## config.mk

```make
export PLATFORM = sky130hd
export DESIGN_NAME = cfa_pass_sequencer_flat
export DESIGN_NICKNAME = d
export VERILOG_FILES = /design/src/rtl/cfa_pass_sequencer_if.sv /design/src/rtl/cfa_pass_sequencer.sv /design/src/flat_wrapper.sv
export SDC_FILE = /design/constraint.sdc
export NUM_CORES = 1
export LEC_CHECK = 0
export ABC_CLOCK_PERIOD_IN_PS = 2400
export CAP_MARGIN = 15
export CORE_MARGIN = 2
export CORE_UTILIZATION = 40
export DETAILED_ROUTE_END_ITERATION = 8
export PLACE_DENSITY = 0.68
export REMOVE_ABC_BUFFERS = 1
export SYNTH_ARGS = -nofsm -noshare
export SYNTH_HDL_FRONTEND = slang
export SYNTH_SLANG_ARGS = --single-unit
export TNS_END_PERCENT = 5
```

## constraint.sdc

```tcl
create_clock -name clk -period 2.4 [get_ports clk]
set_input_delay 0.6 -clock clk [delete_from_list [all_inputs] [get_ports clk]]
set_output_delay 0.6 -clock clk [all_outputs]
set_load 0.01 [all_outputs]
```

## src/rtl/cfa_pass_sequencer_if.sv

```systemverilog
// cfa_pass_sequencer_if: control, pixel-input and read/write port bundle for cfa_pass_sequencer.
// The stall signal only exists when the build macro CFA_STALL_EN is defined.
interface cfa_pass_sequencer_if #(
  parameter int DATA_W = 12,
  parameter int ROW_W  = 11,
  parameter int COL_W  = 11,
  parameter int ADDR_W = 22
);
  logic              start;
`ifdef CFA_STALL_EN
  logic              stall;
`endif
  logic [ROW_W-1:0]  row_max;
  logic [COL_W-1:0]  col_max;
  logic [1:0]        pattern_sel;
  logic [DATA_W-1:0] raw_c;
  logic [DATA_W-1:0] est_g;
  logic [DATA_W-1:0] est_r_g;
  logic [DATA_W-1:0] est_b_g;
  logic [DATA_W-1:0] est_rb;
  logic [ADDR_W-1:0] rd_addr;
  logic              rd_valid;
  logic              pass_id;
  logic [ADDR_W-1:0] wr_addr;
  logic [2:0]        wr_en;
  logic [DATA_W-1:0] wr_g;
  logic [DATA_W-1:0] wr_r;
  logic [DATA_W-1:0] wr_b;
  logic              busy;
  logic              done;

  // Frame controller / kernel side.
  modport master (
`ifdef CFA_STALL_EN
    output stall,
`endif
    output start, row_max, col_max, pattern_sel,
    output raw_c, est_g, est_r_g, est_b_g, est_rb,
    input  rd_addr, rd_valid, pass_id, wr_addr, wr_en, wr_g, wr_r, wr_b, busy, done
  );

  // Sequencer side.
  modport slave (
`ifdef CFA_STALL_EN
    input  stall,
`endif
    input  start, row_max, col_max, pattern_sel,
    input  raw_c, est_g, est_r_g, est_b_g, est_rb,
    output rd_addr, rd_valid, pass_id, wr_addr, wr_en, wr_g, wr_r, wr_b, busy, done
  );
endinterface

```

## src/rtl/cfa_pass_sequencer.sv

```systemverilog
// cfa_pass_sequencer: two-pass Bayer demosaic sequencer. A green pass and then a red/blue
// pass walk the frame in raster order, each address travelling with its Bayer symbol through
// a LAT-deep pipeline until the kernel results are steered onto the per-channel write ports.
// Build macro CFA_STALL_EN adds a stall input that freezes counters, pipeline, FSM and writes.
module cfa_pass_sequencer #(
  parameter int DATA_W = 12,
  parameter int ROW_W  = 11,
  parameter int COL_W  = 11,
  parameter int ADDR_W = 22,
  parameter int LAT    = 4
) (
  input logic clk,
  input logic rst,
  cfa_pass_sequencer_if.slave bus
);

  typedef enum logic [2:0] {IDLE, G_PASS, G_DRAIN, RB_PASS, RB_DRAIN, DONE} seqStateT;

  localparam logic [1:0] SYM_GRN = 2'b01;
  localparam logic [1:0] SYM_RED = 2'b10;
  localparam logic [1:0] SYM_BLU = 2'b11;

  seqStateT          state, nextState;
  logic              hold;
  logic [ROW_W-1:0]  rowMax, rowCnt;
  logic [COL_W-1:0]  colMax, colCnt;
  logic [1:0]        pattern;
  logic [ADDR_W-1:0] addrCnt;
  logic              issuing, lastIssue, pipeEmpty, rbPass, effRow, effCol;
  logic [1:0]        symNow;
  logic [LAT-1:0]    pipeVld;
  logic [ADDR_W-1:0] pipeAddr [LAT];
  logic [1:0]        pipeSym  [LAT];
  logic [2:0]        wrEn;
  logic [ADDR_W-1:0] wrAddr;
  logic [DATA_W-1:0] wrG, wrR, wrB;

`ifdef CFA_STALL_EN
  assign hold = bus.stall;
`else
  assign hold = 1'b0;
`endif

  assign issuing   = (state == G_PASS) || (state == RB_PASS);
  assign lastIssue = issuing && (rowCnt == rowMax) && (colCnt == colMax);
  assign pipeEmpty = (pipeVld == '0);
  assign rbPass    = (state == RB_PASS) || (state == RB_DRAIN);

  // The pattern select flips row/column parity so every pattern reduces to RGGB.
  assign effRow = rowCnt[0] ^ pattern[1];
  assign effCol = colCnt[0] ^ pattern[0];
  assign symNow = (!effRow && !effCol) ? SYM_RED :
                  ( effRow &&  effCol) ? SYM_BLU : SYM_GRN;

  // State register; while stalled the FSM holds, which also defers done.
  // NOTE: sequential state uses non-blocking assignments so every register sees pre-edge values.
  always_ff @(posedge clk) begin
    if (rst)        state <= IDLE;
    else if (!hold) state <= nextState;
  end

  // Next-state logic: pass until the last address issues, drain until the pipeline empties.
  // NOTE: nextState is defaulted before the case so no path leaves it unassigned (no latch).
  always_comb begin
    nextState = state;
    case (state)
      IDLE:     if (bus.start) nextState = G_PASS;
      G_PASS:   if (lastIssue) nextState = G_DRAIN;
      G_DRAIN:  if (pipeEmpty) nextState = RB_PASS;
      RB_PASS:  if (lastIssue) nextState = RB_DRAIN;
      RB_DRAIN: if (pipeEmpty) nextState = DONE;
      DONE:     nextState = IDLE;
      default:  nextState = IDLE;
    endcase
  end

  // Frame geometry capture at start, and raster counters that sit at zero outside the passes.
  always_ff @(posedge clk) begin
    if (rst) begin
      rowMax  <= '0;
      colMax  <= '0;
      pattern <= '0;
      rowCnt  <= '0;
      colCnt  <= '0;
      addrCnt <= '0;
    end else if (!hold) begin
      if (state == IDLE && bus.start) begin
        rowMax  <= bus.row_max;
        colMax  <= bus.col_max;
        pattern <= bus.pattern_sel;
      end
      if (issuing) begin
        addrCnt <= addrCnt + 1'b1;
        if (colCnt == colMax) begin
          colCnt <= '0;
          rowCnt <= rowCnt + 1'b1;
        end else begin
          colCnt <= colCnt + 1'b1;
        end
      end else begin
        addrCnt <= '0;
        rowCnt  <= '0;
        colCnt  <= '0;
      end
    end
  end

  // Issue register (slot 0 drives rd_addr) followed by the address/symbol/valid delay line.
  // NOTE: the address and symbol slots are reset too because slot 0 is the visible rd_addr.
  always_ff @(posedge clk) begin
    if (rst) begin
      pipeVld <= '0;
      for (int k = 0; k < LAT; k++) begin
        pipeAddr[k] <= '0;
        pipeSym[k]  <= '0;
      end
    end else if (!hold) begin
      pipeVld <= {pipeVld[LAT-2:0], issuing};
      if (issuing) begin
        pipeAddr[0] <= addrCnt;
        pipeSym[0]  <= symNow;
      end
      for (int k = 1; k < LAT; k++) begin
        pipeAddr[k] <= pipeAddr[k-1];
        pipeSym[k]  <= pipeSym[k-1];
      end
    end
  end

  // Write-back steering: the slot at stage LAT-1 samples the kernel inputs; idle buses hold.
  always_ff @(posedge clk) begin
    if (rst) begin
      wrEn   <= '0;
      wrAddr <= '0;
      wrG    <= '0;
      wrR    <= '0;
      wrB    <= '0;
    end else if (!hold) begin
      wrEn <= 3'b000;
      if (pipeVld[LAT-1]) begin
        wrAddr <= pipeAddr[LAT-1];
        if (!rbPass) begin
          case (pipeSym[LAT-1])
            SYM_RED: begin wrEn <= 3'b011; wrG <= bus.est_g; wrR <= bus.raw_c; end
            SYM_BLU: begin wrEn <= 3'b101; wrG <= bus.est_g; wrB <= bus.raw_c; end
            default: begin wrEn <= 3'b001; wrG <= bus.raw_c; end
          endcase
        end else begin
          case (pipeSym[LAT-1])
            SYM_RED: begin wrEn <= 3'b100; wrB <= bus.est_rb; end
            SYM_BLU: begin wrEn <= 3'b010; wrR <= bus.est_rb; end
            default: begin wrEn <= 3'b110; wrR <= bus.est_r_g; wrB <= bus.est_b_g; end
          endcase
        end
      end
    end
  end

  assign bus.rd_addr  = pipeAddr[0];
  assign bus.rd_valid = pipeVld[0] & ~hold;
  assign bus.pass_id  = rbPass;
  assign bus.wr_addr  = wrAddr;
  assign bus.wr_en    = wrEn & {3{~hold}};
  assign bus.wr_g     = wrG;
  assign bus.wr_r     = wrR;
  assign bus.wr_b     = wrB;
  assign bus.busy     = (state != IDLE);
  assign bus.done     = (state == DONE) && !hold;

endmodule

```

## src/flat_wrapper.sv

```systemverilog
// flat-port wrapper written by rule: the top's interface ports become plain ports
module cfa_pass_sequencer_flat 
#(
  parameter int DATA_W = 12,
  parameter int ROW_W  = 11,
  parameter int COL_W  = 11,
  parameter int ADDR_W = 22,
  parameter int LAT    = 4
)
  (clk, rst, bus_start, bus_row_max, bus_col_max, bus_pattern_sel, bus_raw_c, bus_est_g, bus_est_r_g, bus_est_b_g, bus_est_rb, bus_rd_addr, bus_rd_valid, bus_pass_id, bus_wr_addr, bus_wr_en, bus_wr_g, bus_wr_r, bus_wr_b, bus_busy, bus_done);
  cfa_pass_sequencer_if #(.DATA_W(DATA_W), .ROW_W(ROW_W), .COL_W(COL_W), .ADDR_W(ADDR_W)) bus_i ();
  input logic clk;
  input logic rst;
  input wire logic [$bits(bus_i.start)-1:0] bus_start;
  input wire logic [$bits(bus_i.row_max)-1:0] bus_row_max;
  input wire logic [$bits(bus_i.col_max)-1:0] bus_col_max;
  input wire logic [$bits(bus_i.pattern_sel)-1:0] bus_pattern_sel;
  input wire logic [$bits(bus_i.raw_c)-1:0] bus_raw_c;
  input wire logic [$bits(bus_i.est_g)-1:0] bus_est_g;
  input wire logic [$bits(bus_i.est_r_g)-1:0] bus_est_r_g;
  input wire logic [$bits(bus_i.est_b_g)-1:0] bus_est_b_g;
  input wire logic [$bits(bus_i.est_rb)-1:0] bus_est_rb;
  output wire logic [$bits(bus_i.rd_addr)-1:0] bus_rd_addr;
  output wire logic [$bits(bus_i.rd_valid)-1:0] bus_rd_valid;
  output wire logic [$bits(bus_i.pass_id)-1:0] bus_pass_id;
  output wire logic [$bits(bus_i.wr_addr)-1:0] bus_wr_addr;
  output wire logic [$bits(bus_i.wr_en)-1:0] bus_wr_en;
  output wire logic [$bits(bus_i.wr_g)-1:0] bus_wr_g;
  output wire logic [$bits(bus_i.wr_r)-1:0] bus_wr_r;
  output wire logic [$bits(bus_i.wr_b)-1:0] bus_wr_b;
  output wire logic [$bits(bus_i.busy)-1:0] bus_busy;
  output wire logic [$bits(bus_i.done)-1:0] bus_done;
  assign bus_i.start = bus_start;
  assign bus_i.row_max = bus_row_max;
  assign bus_i.col_max = bus_col_max;
  assign bus_i.pattern_sel = bus_pattern_sel;
  assign bus_i.raw_c = bus_raw_c;
  assign bus_i.est_g = bus_est_g;
  assign bus_i.est_r_g = bus_est_r_g;
  assign bus_i.est_b_g = bus_est_b_g;
  assign bus_i.est_rb = bus_est_rb;
  assign bus_rd_addr = bus_i.rd_addr;
  assign bus_rd_valid = bus_i.rd_valid;
  assign bus_pass_id = bus_i.pass_id;
  assign bus_wr_addr = bus_i.wr_addr;
  assign bus_wr_en = bus_i.wr_en;
  assign bus_wr_g = bus_i.wr_g;
  assign bus_wr_r = bus_i.wr_r;
  assign bus_wr_b = bus_i.wr_b;
  assign bus_busy = bus_i.busy;
  assign bus_done = bus_i.done;
  cfa_pass_sequencer #(.DATA_W(DATA_W), .ROW_W(ROW_W), .COL_W(COL_W), .ADDR_W(ADDR_W), .LAT(LAT)) u_core (.clk(clk), .rst(rst), .bus(bus_i));
endmodule
```

# Word-level counts from Yosys, hierarchy flattened

Memories as Yosys holds them, arrays and structs flattened. A register that Yosys moved wholly into a read port is not among the register bits.
Cells that the tools add are included.

Register bits: 114
Output and inout bits: 87
Input port bits: 87
Memories kept: 2
Bits in writable memories: 96

Add/subtract/negate cells: 3
Mux-type cells: 32
Bitwise gates (word level): 13
Reductions and logical operators: 22
Eq/ne operators: 16

Memory list:

| name            | words | bits a word | rd ports | clocked after Yosys merged registers in | wr ports | RTL line                 | RTL |
|---|---|---|---|---|---|---|---|
| u_core.pipeAddr | 4     | 22          | 4        | 1                                       | 4        | cfa_pass_sequencer.sv:32 | `logic [ADDR_W-1:0] pipeAddr [LAT];` |
| u_core.pipeSym  | 4     | 2           | 4        | 0                                       | 4        | cfa_pass_sequencer.sv:33 | `logic [1:0] pipeSym [LAT];` |

Operators by type and width:

| kind                  | count |
|---|---|
| $mux 22               | 4 |
| $mux 12               | 5 |
| $pmux 12 s2           | 2 |
| $add 11x1->11 const B | 2 |
| $add 22x1->22 const B | 1 |
| $eq 11x11->1          | 2 |
| $mux 3                | 6 |
| $pmux 3 s5            | 1 |
| $mux 2                | 6 |
| $pmux 3 s2            | 2 |
| $ne 2x1->1 const B    | 4 |
| $or 1x1->1            | 8 |
| $eq 3x2->1 const B    | 2 |
| $eq 3x3->1 const B    | 2 |
| $mux 1                | 6 |
| $ne 2x2->1 const B    | 3 |
| $reduce_and 3->1      | 2 |
| $reduce_or 2->1       | 3 |
| $logic_and 1x1->1     | 5 |
| $reduce_and 5->1      | 1 |
| $eq 2x2->1 const B    | 2 |
| $logic_not 4->1       | 1 |
| $reduce_bool 2->1     | 2 |
| $eq 3x1->1 const B    | 1 |
| other kinds (8)       | 13 |

# Longest topological paths before layout

Gate-level depths: netlist (run 1).

Depth after elaboration: 6
Depth in mapped cells: 8

# Least setup slack after synthesis (run 1)

Ideal clock, no wire load.

Path kind: register -> output
Start: reg u_core.state[1]
End: out bus_pass_id
Arrival: 1.301 ns
Path slack: 0.499 ns
Data required time: 1.800 ns
Cell stages (with the launch flop): 5
Buffers on the path: 2
Cell sequence: dfxtp_1 -> or3b_2 -> nand2_1 -> buf_2 -> buf_2

Longest elaborated chain between the ends: 2

Ends and longest elaborated chain:

| item                                            | RTL line                 | RTL |
|---|---|---|
| from (decl)                                     | cfa_pass_sequencer.sv:23 | `seqStateT state, nextState;` |
| from (signal assigned)                          | cfa_pass_sequencer.sv:59 | `else if (!hold) state <= nextState;` |
| $eq 3x2->1 / $eq 3x3->1 (equally long branches) | cfa_pass_sequencer.sv:47 | `assign rbPass = (state == RB_PASS) \|\| (state == RB_DRAIN);` |
| $logic_or 1x1->1 (*)                            | cfa_pass_sequencer.sv:47 |  |
| to (decl)                                       | flat_wrapper.sv:25       | `output wire logic [$bits(bus_i.pass_id)-1:0] bus_pass_id;` |

Mark *: on every way between the ends. The rest lies on a longest branch, timed or not.

# Worst setup path after layout (run 1)

Ends and elaborated chain as after synthesis.

==> flow_summary.ini, run 1 <==
[placement]
post-place-ws_ps = 212
gp_routability_congestion = 0.803
port_buffers = 173
placed_cell_area_sq_um = 10700
hpwlAfterDp_um = 12800

[outcome]
run_status = complete, no violations

[route]
first_iter_violations = 310
drt-pass1-iter-count = 5
route.detailed.drc = 0
drt-vias-per-instance = 4.80
drt-total-wl_um = 19000
dr_total_vias = 6753
final_antenna_net_count = 0
wl_per_cell_um = 13.5

[clock_network]
cts_buffers = 25
cts_buffer_depth = 3
cts.clk_slew.worst_paths_ps = 60
root_buffer_selected_by_cts = sky130_fd_sc_hd__clkbuf_16
htreeDepth = 1
cts_tree = done
cts.sink_count = 232
post_cts.repair.setup_buffers = 0
post_cts_hold_buffer_count = 0
ctsResizeCount = 3
clock_latency_ps = 510

[global_routing]
largest_net_degree_at_the_start_of_global_routing = 66
grt_remaining_overflow = 0
grt.busiest_layer = met2
antenna_found_initial = 0
groute.layer.met1.usage_pct = 20.8
grt.met2_usage_pct = 28.4
grt.total_usage_pct = 16.5
grt_util_met3_pct = 3.33
first_pass_grt_wire_length_um = 30700
grt_pass1_vias = 6262

[logic_synthesis]
share_of_the_yosys_chip_area_belonging_to_registers_pct = 54.1
yosysUniqueCellTypes = 38
synth_top_flop_cell = sky130_fd_sc_hd__dfxtp_1
post-synth-top-area-fraction_pct = 54.1
synth.yosys.warnings = 0
synth.cell_area_sq_um = 8580
synth_top_cell_by_area = sky130_fd_sc_hd__dfxtp_1
ys_top_cells_by_count = 232 x sky130_fd_sc_hd__dfxtp_1, 185 x sky130_fd_sc_hd__nand2_1, 88 x sky130_fd_sc_hd__nor2_1, 81 x sky130_fd_sc_hd__a21oi_1, 77 x sky130_fd_sc_hd__nor2b_1
synth_area_leaders = sky130_fd_sc_hd__dfxtp_1 54%, sky130_fd_sc_hd__nand2_1 8.1%, sky130_fd_sc_hd__nor2b_1 5.6%, sky130_fd_sc_hd__a21oi_1 4.7%, sky130_fd_sc_hd__mux2i_1 4.0%
synth-edff-count = 0
synth_cells = 946
post_synth.cell_area_avg_sq_um = 9.07
synth-async-reset-ratio_pct = 0
synth_seq_cells = 232
synth.most_common_cell = sky130_fd_sc_hd__dfxtp_1

[setup_path]
cp.required_ps = 1800
critical_path.endpoint_type = output pin
reg2reg_setup_slack_ps = 310
path_class = flop to output pin
worst_r2r_endpoint = u_core.rowCnt[7]
cp_max_fo = 8
critical_path_arrival_ps = 1750
worst_setup_path_start_kind = flop
timing.rr.start = u_core.colCnt[2]
worst-r2r-cell-count = 5

[floorplan]
fp.coreArea_sq_um = 21000
rows = 53
die_area_sq_um = 22600
die_height_um = 150
die_wd_um = 150
ioPinCount = 174
initial_core_util_pct = 40.8

[final_layout]
drive_gt1_share_pct = 6.71
area_growth_syn_to_layout_pct = 34.5
antenna_diodes = 0
n_fill_cell = 1921
nets = 1207
fin_area_sq_um = 11500

[timing]
maxSlewViolCount = 0
setup_tns_ps = 0
final.period_utilization_pct = 97.9
final.min_clock_period_ps = 2350
whs_ps = 431
max_clock_skew_ps = 7.73
timing.final.ws_setup_ps = 51.2
finalHoldViolations = 0
max_slew_headroom_pct = 61.7
clock.fmax_mhz = 426
rsz_0062_raised_after_global_routing = no
timing.final.setup_violations = 0
transition_time_at_the_pin_with_the_least_slew_margin_ps = 571

[power]
post-layout-total-power_w = 0.00842
cellPowerDensity_nw_per_um2 = 730
total_leakage_power_nw = 4.08
vdd_drop_max_mv = 0.481

[run]
drv_cap = 0

[worst_hold_path]
min_path_type = flop to flop
worstHoldEndpoint = u_core.pipeAddr[3][19]
min-delay-start = u_core.pipeAddr[2][19]
hold_depth = 1
-- layout by cell type, fill, tap and decap left out, drive strengths merged, types with 7 or more instances in the layout --
cell type	n
xor2	17
a211oi	14
a311o	24
nand2	185
clkbuf	36
dfxtp	232
xnor2	37
nor3	7
nand4	9
clkdlybuf4s50	170
a21oi	81
buf	28
nor2	88
and3	9
mux2i	34
nor2b	77
nand3	19
-- worst max-delay path: stages (launching register included) --
cell                              delay (ps)
sky130_fd_sc_hd__dfxtp_2                 370
sky130_fd_sc_hd__or3b_2                  500
sky130_fd_sc_hd__nand2_1                 110
sky130_fd_sc_hd__clkdlybuf4s15_2         270
-- layout make-up --
type / instances / area [sq um] / share of cell area [%]
clock buffer: 36 / 747 / 6.48
clock inverter: 7 / 110 / 0.955
inverter: 6 / 22.5 / 0.195
multi-input combinational: 651 / 3700 / 32.1
sequential: 232 / 4650 / 40.3
tap: 275 / 344 / 2.98
timing repair buffer: 200 / 1960 / 17.0
-- sequential cells by signal (all words and copies together), names as in the netlist, 12 cells and up --
| signal | flops |
|---|---|
| u_core.bus.wr_g | 12 |
| u_core.bus.wr_b | 12 |
| u_core.bus.wr_r | 12 |
| u_core.bus.wr_addr | 22 |
| u_core.addrCnt | 22 |
| u_core.pipeAddr | 88 |
-- routing by layer --
| layer | wire [um] | up-vias |
|---|---|---|
| li1 | - | 3494 |
| met5 | 0 | - |
| met1 | 8550 | 3085 |
| met3 | 1050 | 28 |
| met4 | 376 | 0 |
| met2 | 9010 | 146 |
-- report_power, final --
group | internal (W) | switching, W | total, W
sequential | 0.00391 | 0.0000366 | 0.00394
combinational | 0.000271 | 0.000288 | 0.000559
clock | 0.00246 | 0.00146 | 0.00392
total | 0.00664 | 0.00178 | 0.00842
-- stage by stage --
step	util, %	std cells
2_1_floorplan	-	889
3_3_place_gp	50.7	1364
3_5_place_dp	50.7	1364
4_1_cts	54.8	1407
5_1_grt	54.9	1407
6_report	54.9	1407
-- how the worst max path moves through the flow --
stage	startpoint	end	slack, ps
floorplan	u_core.state[0]	u_core.rowCnt[3]	-390
global placement	u_core.state[1]	bus_pass_id	230
detailed placement	u_core.state[1]	bus_pass_id	210
CTS	u_core.state[2]	bus_busy	-60
global route	u_core.state[0]	bus_done	2
finish	u_core.state[1]	bus_pass_id	50
-- cell families (layout without fill, tap and decap cells) --
group	Yosys count	in the layout	share of synthesized area (%)
AOI/OAI and AO/OA	134	134	9.89
adders and majority gates	4	4	0.583
and+or+nand+nor	424	424	22.9
buffers and inverters	63	249	2.87
DFF	232	232	54.1
muxes	35	35	4.10
xor gates and xnor gates	54	54	5.51
Note: power is estimated with default switching activity, not from simulation.
==> run 2, diff against run 1 <==
--- a/config.mk
+++ b/config.mk
@@ -9,9 +9,11 @@
 export CAP_MARGIN = 15
 export CORE_MARGIN = 2
 export CORE_UTILIZATION = 40
+export CTS_CLUSTER_DIAMETER = 150
 export DETAILED_ROUTE_END_ITERATION = 8
 export PLACE_DENSITY = 0.68
 export REMOVE_ABC_BUFFERS = 1
+export SLEW_MARGIN = 20
 export SYNTH_ARGS = -nofsm -noshare
 export SYNTH_HDL_FRONTEND = slang
 export SYNTH_SLANG_ARGS = --single-unit
==> results of run 2 <==
The final DEF is identical to that of run 1; final timing and power are the same.
